## config.mk

```make
export PLATFORM = sky130hd
export DESIGN_NAME = clic_pend_writer
export DESIGN_NICKNAME = d
export VERILOG_FILES = /design/src/rtl/clic_pend_writer.sv
export SDC_FILE = /design/constraint.sdc
export NUM_CORES = 1
export LEC_CHECK = 0
export ABC_CLOCK_PERIOD_IN_PS = 5850
export CORE_MARGIN = 1.5
export CORE_UTILIZATION = 65
export CTS_CLUSTER_DIAMETER = 60
export DETAILED_ROUTE_END_ITERATION = 16
export DONT_BUFFER_PORTS = 1
export PLACE_DENSITY = 0.84
export SYNTH_ARGS = -nofsm -noshare
export SYNTH_HDL_FRONTEND = slang
export SYNTH_SLANG_ARGS = --single-unit
```

## constraint.sdc

```tcl
create_clock -name clk -period 5.85 [get_ports clk]
set_input_delay 1.17 -clock clk [delete_from_list [all_inputs] [get_ports clk]]
set_output_delay 1.17 -clock clk [all_outputs]
set_load 0.02 [all_outputs]
```

## src/rtl/clic_pend_writer.sv

```systemverilog
// Queues interrupt edges and core clears as sticky per-source flags and drains them round-robin
// as read-modify-write updates of the pending bit in the CSR table. Optional: CLIC_PEND_SYNC_EN.
module clic_pend_writer #(
    parameter type CsrDataT = logic [7:0],
    parameter int NumIrq = 16,
    parameter int PendBit = 0,
    localparam int IdxBits = $clog2(NumIrq)
) (
    input  logic               clk,
    input  logic               reset,
    input  logic [NumIrq-1:0]  irq,
    input  logic               clear_valid,
    input  logic [IdxBits-1:0] clear_idx,
    input  CsrDataT            entry_in [NumIrq],
    output CsrDataT            ext_data,
    output logic               ext_write_enable,
    output logic [IdxBits-1:0] ext_idx,
    output logic               busy,
    output logic               overflow
);

    typedef enum logic {IDLE, WRITE} state_t;

    state_t             state, state_nxt;
    logic [NumIrq-1:0]  irq_s, irq_prev, irq_edge;
    logic [NumIrq-1:0]  set_flag, clr_flag, clr_req, taken, pending;
    logic [IdxBits-1:0] rr_ptr, sel_idx, pick_idx, cand_idx;
    logic               sel_set, found;
    int                 scan_j;

`ifdef CLIC_PEND_SYNC_EN
    logic [NumIrq-1:0] sync_p0, sync_p1;

    // Two-flop synchronizer stage ahead of edge detection
    always_ff @(posedge clk or posedge reset) begin
        if (reset) begin
            sync_p0 <= '0;
            sync_p1 <= '0;
        end else begin
            sync_p0 <= irq;
            sync_p1 <= sync_p0;
        end
    end
    assign irq_s = sync_p1;
`else
    assign irq_s = irq;
`endif

    assign irq_edge = irq_s & ~irq_prev;
    assign pending  = set_flag | clr_flag;
    assign busy     = (state == WRITE) | (|set_flag) | (|clr_flag);

    // Round-robin scan starting at rr_ptr; first pending source wins
    always_comb begin
        found    = 1'b0;
        pick_idx = '0;
        scan_j   = 0;
        cand_idx = '0;
        for (int k = 0; k < NumIrq; k++) begin
            scan_j = int'(rr_ptr) + k;
            if (scan_j >= NumIrq) scan_j = scan_j - NumIrq;
            cand_idx = IdxBits'(scan_j);
            if (!found && pending[cand_idx]) begin
                found    = 1'b1;
                pick_idx = cand_idx;
            end
        end
    end

    always_comb begin
        taken   = '0;
        clr_req = '0;
        if (found) taken[pick_idx] = 1'b1;
        for (int i = 0; i < NumIrq; i++) begin
            clr_req[i] = clear_valid && (int'(clear_idx) == i);
        end
    end

    always_ff @(posedge clk or posedge reset) begin
        if (reset) begin
            state    <= IDLE;
            irq_prev <= '0;
            set_flag <= '0;
            clr_flag <= '0;
            rr_ptr   <= '0;
            sel_idx  <= '0;
            sel_set  <= 1'b0;
            overflow <= 1'b0;
        end else begin
            state    <= state_nxt;
            irq_prev <= irq_s;
            // A new event arriving while its flag is taken re-arms the flag
            set_flag <= irq_edge | (set_flag & ~taken);
            clr_flag <= clr_req | (clr_flag & ~taken);
            if (|(irq_edge & set_flag & ~taken)) overflow <= 1'b1;
            if (found) begin
                sel_idx <= pick_idx;
                sel_set <= set_flag[pick_idx];
                rr_ptr  <= (pick_idx == IdxBits'(NumIrq - 1)) ? '0 : pick_idx + IdxBits'(1);
            end
        end
    end

    always_comb begin
        state_nxt        = state;
        ext_write_enable = 1'b0;
        ext_idx          = '0;
        ext_data         = '0;
        case (state)
            IDLE: begin
                if (found) state_nxt = WRITE;
            end
            WRITE: begin
                ext_write_enable  = 1'b1;
                ext_idx           = sel_idx;
                // Live entry read back so only the pending bit changes
                ext_data          = entry_in[sel_idx];
                ext_data[PendBit] = sel_set;
                state_nxt         = found ? WRITE : IDLE;
            end
            default: state_nxt = IDLE;
        endcase
    end

endmodule

```

---- Word-level counts from Yosys, hierarchy flattened ----
Cells that the tools add are included.
W data, S select, Z words.
word-level totals
  flip-flop bits (word level) ............. 59
  output and inout port bits .............. 15
  word-level logic and storage cells ...... 248
operators by class
  $add $sub $neg .......................... 32
  order comparisons ....................... 35
  equal/unequal tests ..................... 16
  mux-type cells .......................... 93
  bitwise operators ....................... 13
  reduce and logical (&&, ||, !) cells .... 51
operators by type and width
  kind                   number
  $mux W4                34
  $lt A4 B5 Y1 const B   17
  $and A16 B16 Y16       5
  $ge A5 B5 Y1 const B   16
  $bmux W1 S4            17
  $sub A4 B1 Y4 const B  16
  $or A16 B16 Y16        3
  $reduce_or A16 Y1      3
  $add A4 B4 Y5 const B  8
  $eq A4 B4 Y1 const B   9
  $mux W1                36
  $bmux W8 S4            1
  $logic_and A1 B1 Y1    32
  $not A16 Y16           2
  $mux W8                3
  $add A4 B3 Y5 const B  4
  $eq A4 B3 Y1 const B   4
  $mux W16               1
  $logic_not A1 Y1       15
  $add A4 B2 Y5 const B  2
  $eq A4 B2 Y1 const B   2
  $add A4 B1 Y5 const B  1
  $ge A4 B5 Y1 const B   1
  $not A4 Y5             1
  other kinds (6)        7

---- Longest topological paths before layout ----
Gate-level depths: netlist (run 1).
  word-level depth ........................ 58
  depth in mapped cells ................... 25
  depth with buffers taken out ............ 19

---- Worst setup path after synthesis (run 1) ----
Ideal clock, no wire load.
  path type ............................... reg-to-reg
  start point ............................. reg rr_ptr[1]
  end point ............................... reg overflow
  setup time .............................. 0.134 ns
  arrival ................................. 5.049 ns
  required time ........................... 5.716 ns
  path slack .............................. 0.667 ns
  stages on the path, launching flop included .. 23
  path buffers ............................ 4
  period minus slack after synthesis ...... 5.183 ns
  cells stage by stage .................... dfrtp_1 -> clkbuf_1 -> inv_2 -> clkbuf_1 -> ha_1 -> xnor2_2 -> mux4_2 -> mux2i_2 -> and4b_1 -> buf_2 -> nand3_4 -> nand2b_4 -> nor4b_4 -> or2_1 -> buf_6 -> nand2_4 -> inv_1 -> ha_1 -> nand2_1 -> nor4_1 -> o22ai_1 -> and4b_1 -> nand4_1
on the way
  longest elaborated chain between the ends .. 58
  elaborated cells on any way between the ends .. 166
ends and longest elaborated chain
  what                                                                       RTL line  source
  from (decl)                                                                27        logic [IdxBits-1:0] rr_ptr, sel_idx, pick_idx, cand_idx;
  from (signal assigned)                                                     99        rr_ptr <= (pick_idx == IdxBits'(NumIrq - 1)) ? '0 : pick_idx + IdxBits'(1);
  parallel branches: the longest is 49 deep, another holds $add A4 B1 Y5     -
  $mux W4 (*)                                                                63        if (!found && pending[cand_idx]) begin
  net pick_idx[1]                                                            27
  $lt A4 B5 Y1 (implied by the code) / $ge A4 B1 Y1 (equally long branches)  73        if (found) taken[pick_idx] = 1'b1;
  $logic_and A1 B1 Y1 (implied by the code)                                  73
  $mux W1 (implied by the code)                                              73
  $demux W1 S4 (*)                                                           73
  $mux W16 (*)                                                               73
  $not A16 Y16 (*)                                                           95        if (|(irq_edge & set_flag & ~taken)) overflow <= 1'b1;
  $and A16 B16 Y16 (*)                                                       95
  $reduce_or A16 Y1 (*)                                                      95
  to (signal assigned)                                                       88        overflow <= 1'b0;
  to (signal assigned)                                                       95
  to (decl)                                                                  19        output logic overflow
Mark *: on every way through the listed nets, which the timed path passes. The select of a mux whose other input is x is not followed.
A chain may end at the register's enable or synchronous reset.

---- Worst setup path after layout (run 1) ----
  start point ............................. reg rr_ptr[0]
  end point ............................... reg overflow
on the way
  longest elaborated chain between the ends .. 58
  elaborated cells on any way between the ends .. 166
ends and longest elaborated chain
  what                                                                    RTL line
  parallel branches: the longest is 54 deep, another holds $add A4 B1 Y5  -
  $mux W16 (*)                                                            73
  $not A16 Y16 (*)                                                        95
  $and A16 B16 Y16 (*)                                                    95
  $reduce_or A16 Y1 (*)                                                   95
Mark *: on every way between the ends. The select of a mux whose other input is x is not followed.

==> results of run 1 <==
worst max-delay path, stage by stage (launching register included):
cell and delay, ns:
dfrtp_1 0.56, buf_4 0.49, nor4_1 0.14, nor4_2 0.56, mux2i_1 0.27, a221oi_2 0.45, and3b_1 0.25, a221o_1 0.37
a32oi_1 0.20, o221ai_1 0.24, or2_1 0.36, nand2_4 0.17, ha_1 0.19, nand2_1 0.23, o41ai_2 0.40, o22ai_1 0.14
and4b_1 0.30, nand4_1 0.10
cell usage in the layout, fill, tap and decap left out, drive strengths merged, types with 5 or more instances in the layout:
master / n
a211oi: 5
a21oi: 26
a31oi: 7
and2: 22
buf: 21
clkbuf: 12
dfrtp: 59
ha: 11
inv: 31
mux2: 8
mux2i: 22
mux4: 56
nand2: 56
nand2b: 12
nand3: 20
nand3b: 5
nand4: 8
nor2: 49
nor2b: 8
nor3: 27
nor4: 13
nor4b: 10
o2111ai: 6
o211ai: 6
o21ai: 47
o22ai: 9
o2bb2ai: 6
o31ai: 6
or2: 17
xnor2: 10
power groups by stage:
stage,Sequential [mW],Clock [mW],Combinational (mW)
after floorplan,0.652,0,3.05
after detailed placement,0.855,0,3.79
final,0.861,0.423,3.97
after global placement,0.839,0,3.72
after CTS,0.849,0.422,3.81
after global routing,0.887,0.436,4.21
through the flow:
stage,setup slack (ns),std cells,hold slack (ns)
finish,0.279,813,0.451
global route,0.00672,812,0.461
CTS,0.292,810,0.444
detailed placement,0.322,794,0.435
global placement,0.428,794,0.428
floorplan,0.667,676,0.415
routing by layer:
| metal | track usage (%) | up-vias | routed length, um |
|---|---|---|---|
| li1 | - | 2659 | - |
| met1 | 56.2 | 2987 | 8170 |
| met2 | 69.1 | 503 | 10200 |
| met3 | 9.30 | 77 | 2440 |
| met4 | 18.1 | 2 | 993 |
| met5 | 0 | - | 12 |
layout make-up:
| class | count | area, um2 |
|---|---|---|
| Sequential cell | 59 | 1480 |
| Multi-Input combinational cell | 551 | 4660 |
| Clock buffer | 12 | 155 |
| Timing Repair Buffer | 21 | 158 |
| Clock inverter | 4 | 72.6 |
| Tap cell | 133 | 166 |
| Antenna cell | 1 | 2.50 |
| Fill cell | 751 | 2870 |
| Inverter | 32 | 123 |
registers in the layout, indices dropped and copies added, names as in the netlist:
| name | count |
|---|---|
| clr_flag | 16 |
| irq_prev | 16 |
| overflow | 1 |
| rr_ptr | 4 |
| sel_idx | 4 |
| sel_set | 1 |
| set_flag | 16 |
| state | 1 |
how the worst max path moves through the flow:
stage / to / cells after the start / startpoint / slack [ns]
6_report: overflow / 17 / rr_ptr[0] / 0.28
5_1_grt: overflow / 18 / rr_ptr[2] / 0.007
4_1_cts: overflow / 18 / rr_ptr[2] / 0.29
3_5_place_dp: overflow / 18 / rr_ptr[2] / 0.32
3_3_place_gp: overflow / 18 / rr_ptr[2] / 0.43
2_1_floorplan: overflow / 22 / rr_ptr[1] / 0.67
logic make-up (layout without fill, tap and decap cells):
group | after synthesis | count (layout) | share of synthesized area, %
and+or+nand+nor | 266 | 266 | 23.3
AOI/OAI and AO/OA | 175 | 175 | 19.8
muxes | 86 | 86 | 25.0
buffers and inverters | 66 | 69 | 4.52
DFF | 59 | 59 | 23.0
xor gates and xnor gates | 13 | 13 | 2.18
adders and majority gates | 11 | 11 | 2.15
other | 0 | 1 | 0
repair_timing:
item,CTS,global route
endpoints found under the hold margin,0,0
setup buffers,0,2
setup endpoints to repair,0,1
resized for setup,0,4
==> flow_metrics.py, run 1 <==
metrics = {
    "run_status": {
        "status": "finished clean",
    },
    "synthesis": {
        "syn_nets": 838,
        "ys_seq_area_share_pct": 23.0,
        "async_flop_share_pct": 100,
        "synth_warnings": 0,
        "synth.cell_area_um2": 6410,
        "yosysMostFrequentCell": "dfrtp_1",
        "netlist_instances": 676,
        "ys_seq_elements": 59,
        "synth_top_area_share_pct": 23.0,
        "synth_area_leader_cell": "dfrtp_1",
        "synth_commonest_cells": "dfrtp_1, mux4_2, nand2_1, nor2_1, o21ai_0",
        "syn_avg_cell_area_um2": 9.49,
        "synth_ff_type": "dfrtp_1",
        "synthTopCellsByArea": "dfrtp_1, mux4_2, o21ai_0",
        "synth_edf_count": 0,
        "synth_cell_type_count": 97,
    },
    "cts": {
        "clkTransAtPathRegs_ns": 0.06,
        "cts.sinks": 59,
        "h-tree-depth": 3,
        "tritoncts": "built",
        "cts_inserted_buffers": 9,
        "clock_latency_ns": 0.35,
        "cts-root-buf": "clkbuf_8",
        "clockBufferDepth": 2,
        "hold_buffers": 0,
    },
    "floorplanning": {
        "core_um2": 9680,
        "die-area_um2": 10500,
        "ios": 166,
        "die_w_um": 102,
        "rows": 36,
        "die_y_um": 102,
        "start_util_pct": 66.2,
    },
    "hold_path": {
        "hold_depth": 1,
        "worstHoldEndpoint": "set_flag[11]",
        "min_from": "irq_prev[11]",
        "hold_class": "flip-flop to flip-flop",
    },
    "route": {
        "num_vias": 6228,
        "viasPerCell": 7.66,
        "drt_first_pass_iters": 5,
        "route.detailed.drc": 0,
        "drt-initial-drc-count": 829,
        "ant_nets": 0,
        "wl_um": 21800,
        "detail_route.wl_per_cell_um": 26.8,
    },
    "worst_setup_path": {
        "r2r-start": "rr_ptr[0]",
        "path_max_fanout": 53,
        "rrSetupSlack_ns": 0.28,
        "cp_data_required_time_ns": 6.07,
        "critPathArrivalTime_ns": 5.79,
        "reg2regPathDepth": 17,
        "worstSetupPathType": "flip-flop to flip-flop",
        "start_kind": "flip-flop",
        "reg2reg_to": "overflow",
        "endpoint_kind": "flip-flop",
    },
    "timing": {
        "fin_setup_tns_ns": 0,
        "maxSlewHeadroom_pct": 22.0,
        "setup_viol": 0,
        "period_share_pct": 95.2,
        "period_needed_ns": 5.57,
        "finClkSkew_ns": 0.00612,
        "worst_slew_pin_slew_ns": 1.17,
        "rsz0062_at_grt": "false",
        "max_freq_mhz": 179,
        "drv_slew": 0,
        "hold_viol": 0,
    },
    "power": {
        "power_mw": 5.25,
        "pwr-share-clk_pct": 8.1,
        "power.switching_mw": 2.83,
        "seq_power_share_pct": 16.4,
        "switching_share_pct": 53.9,
        "peakVddDrop_mv": 0.483,
        "pwr-share-comb_pct": 75.6,
        "p_int_mw": 2.42,
        "power.leakage_nw": 2.53,
        "p_per_area_nw_per_um2": 770,
    },
    "grt": {
        "grt_pass1_wl_um": 32900,
        "gr-usage-all-layers_pct": 42.8,
        "grt-ovfl-total": 0,
        "grt_pass1_vias": 5813,
        "antenna_found_initial": 2,
        "grt_start_max_net_pins": 60,
    },
    "final_layout": {
        "drive_above_1_share_pct": 21.8,
        "final_util_pct": 70.4,
        "layout.nets": 836,
        "final_area_um2": 6820,
        "area_growth_pct": 6.30,
    },
    "place": {
        "dpl-instance-area_um2": 6560,
        "io_buffer_count": 0,
        "dp_hpwl_um": 17000,
        "place.gp.congestion": 1.02,
    },
    "job": {
        "max_cap_viol_count": 0,
    },
}
No activity file was read; power rests on OpenSTA's default activity.
==> run 2: changes to the inputs <==
Settings changed: CTS_BUF_LIST set to sky130_fd_sc_hd__clkbuf_8.
==> flow_metrics.py, run 2 (same netlist as run 1, synthesis figures left out) <==
metrics = {
    "cts": {
        "h-tree-depth": 3,
        "cts.sinks": 59,
        "cts-root-buf": "clkbuf_8",
        "clock_latency_ns": 0.35,
        "hold_buffers": 0,
        "tritoncts": "built",
        "cts_inserted_buffers": 9,
        "clockBufferDepth": 2,
        "clkTransAtPathRegs_ns": 0.07,
    },
    "timing": {
        "setup_viol": 0,
        "fin_setup_tns_ns": 0,
        "hold_viol": 0,
        "maxSlewHeadroom_pct": 21.7,
        "drv_slew": 0,
        "fin_hold_ws_ns": 0.444,
        "period_needed_ns": 5.64,
        "period_share_pct": 96.3,
        "finClkSkew_ns": 0.00439,
        "max_freq_mhz": 177,
        "rsz0062_at_grt": "false",
        "worst_slew_pin_slew_ns": 1.17,
        "fin_ws_ns": 0.214,
    },
    "place": {
        "dp_hpwl_um": 17000,
        "preCtsSetupSlack_ns": 0.322,
        "place.gp.congestion": 1.02,
        "io_buffer_count": 0,
    },
    "floorplanning": {
        "core_um2": 9680,
        "die_w_um": 102,
        "rows": 36,
        "die-area_um2": 10500,
        "start_util_pct": 66.2,
        "ios": 166,
        "die_y_um": 102,
    },
    "route": {
        "detail_route.wl_per_cell_um": 26.9,
        "wl_um": 21900,
        "viasPerCell": 7.61,
        "ant_nets": 0,
        "drt-initial-drc-count": 839,
        "drt_first_pass_iters": 5,
        "route.detailed.drc": 0,
        "num_vias": 6187,
    },
    "final_layout": {
        "final_cell_mix": "dfrtp_1, mux4_2, nand2_1",
        "largestRegisters": "clr_flag (16), irq_prev (16), set_flag (16)",
        "drive_above_1_share_pct": 21.8,
        "layout.nets": 836,
        "final_common_cell": "dfrtp_1",
        "area_growth_pct": 6.30,
    },
    "grt": {
        "antenna_found_initial": 2,
        "grt-ovfl-total": 0,
        "grt_pass1_wl_um": 32900,
        "grt_pass1_vias": 5813,
        "grt_start_max_net_pins": 60,
        "gr-usage-all-layers_pct": 42.8,
    },
    "power": {
        "power.leakage_nw": 2.53,
        "peakVddDrop_mv": 0.482,
        "p_per_area_nw_per_um2": 770,
    },
    "hold_path": {
        "hold_depth": 1,
        "hold_class": "flip-flop to flip-flop",
        "worstHoldEndpoint": "set_flag[8]",
        "min_from": "irq_prev[8]",
    },
    "worst_setup_path": {
        "start_kind": "flip-flop",
        "path_max_fanout": 53,
        "slowest_delay_ns": 0.58,
        "rrSetupSlack_ns": 0.21,
        "cp_data_required_time_ns": 6.07,
        "cp_num_cells": 17,
        "critPathArrivalTime_ns": 5.86,
        "worstPathCellList": "buf_4 -> nor4_1 -> nor4_2 -> mux2i_1 -> a221oi_2 -> and3b_1 -> a221o_1 -> a32oi_1 -> o221ai_1 -> or2_1 -> nand2_4 -> ha_1 -> nand2_1 -> a211oi_1 -> a2bb2oi_1 -> and4b_1 -> nand4_1",
        "cp.buffers_inverters": 1,
        "cp_top_family": "simple AND/OR/NAND/NOR gates",
        "reg2reg_to": "overflow",
        "worstSetupPathType": "flip-flop to flip-flop",
        "endpoint_kind": "flip-flop",
        "r2r-start": "rr_ptr[0]",
        "cp_slowest_cell": "nor4_2",
        "reg2regPathDepth": 17,
    },
    "run_status": {
        "status": "finished clean",
    },
    "job": {
        "max_cap_viol_count": 0,
    },
}
run 2: worst max path at each step:
stage | from | end | slack [ns]
floorplan | rr_ptr[1] | overflow | 0.67
detailed placement | rr_ptr[2] | overflow | 0.32
CTS | rr_ptr[2] | overflow | 0.29
global placement | rr_ptr[2] | overflow | 0.43
global route | rr_ptr[2] | overflow | 0.007
finish | rr_ptr[0] | overflow | 0.21
run 2: repair_timing:
action	4_1_cts	5_1_grt
setup buffers	0	2
gates resized for setup	0	4
endpoints found under the setup margin	0	1
run 2: metal layers:
layer | part of all wire (%) | track usage, % | up-vias
li1 | - | - | 2650
met3 | 11 | 9.30 | 81
met5 | 0.055 | 0 | -
met1 | 38 | 56.2 | 2987
met4 | 4.7 | 18.1 | 2
met2 | 47 | 69.1 | 467
run 2: layout make-up:
class	instances	area, um2
Sequential cell	59	1480
Fill cell	751	2870
Clock buffer	11	151
Timing Repair Buffer	21	158
Inverter	32	123
Multi-Input combinational cell	551	4660
Clock inverter	5	76.3
Antenna cell	1	2.50
Tap cell	133	166
run 2: power breakdown:
part	switching (mW)	internal, mW	leakage, nW
Combinational	2.34	1.62	1.76
Sequential	0.322	0.540	0.655
Clock	0.162	0.261	0.117
run 2: per-stage QoR:
step           utilization, %  cells  power [mW]  instance area [um2]
3_5_place_dp             67.7    794        4.64                 6560
3_3_place_gp             67.7    794        4.56                 6560
4_1_cts                  70.1    810        5.08                 6790
6_report                 70.4    813        5.25                 6820
5_1_grt                  70.4    812        5.53                 6820
2_1_floorplan               -    676        3.70                 6410
==> run 3: changes to the inputs <==
Settings changed: CTS_BUF_LIST sky130_fd_sc_hd__clkbuf_8 to not set, CTS_CLUSTER_SIZE set to 12.
==> results of run 3 <==
The final DEF is identical to that of run 1; final timing and power are the same.
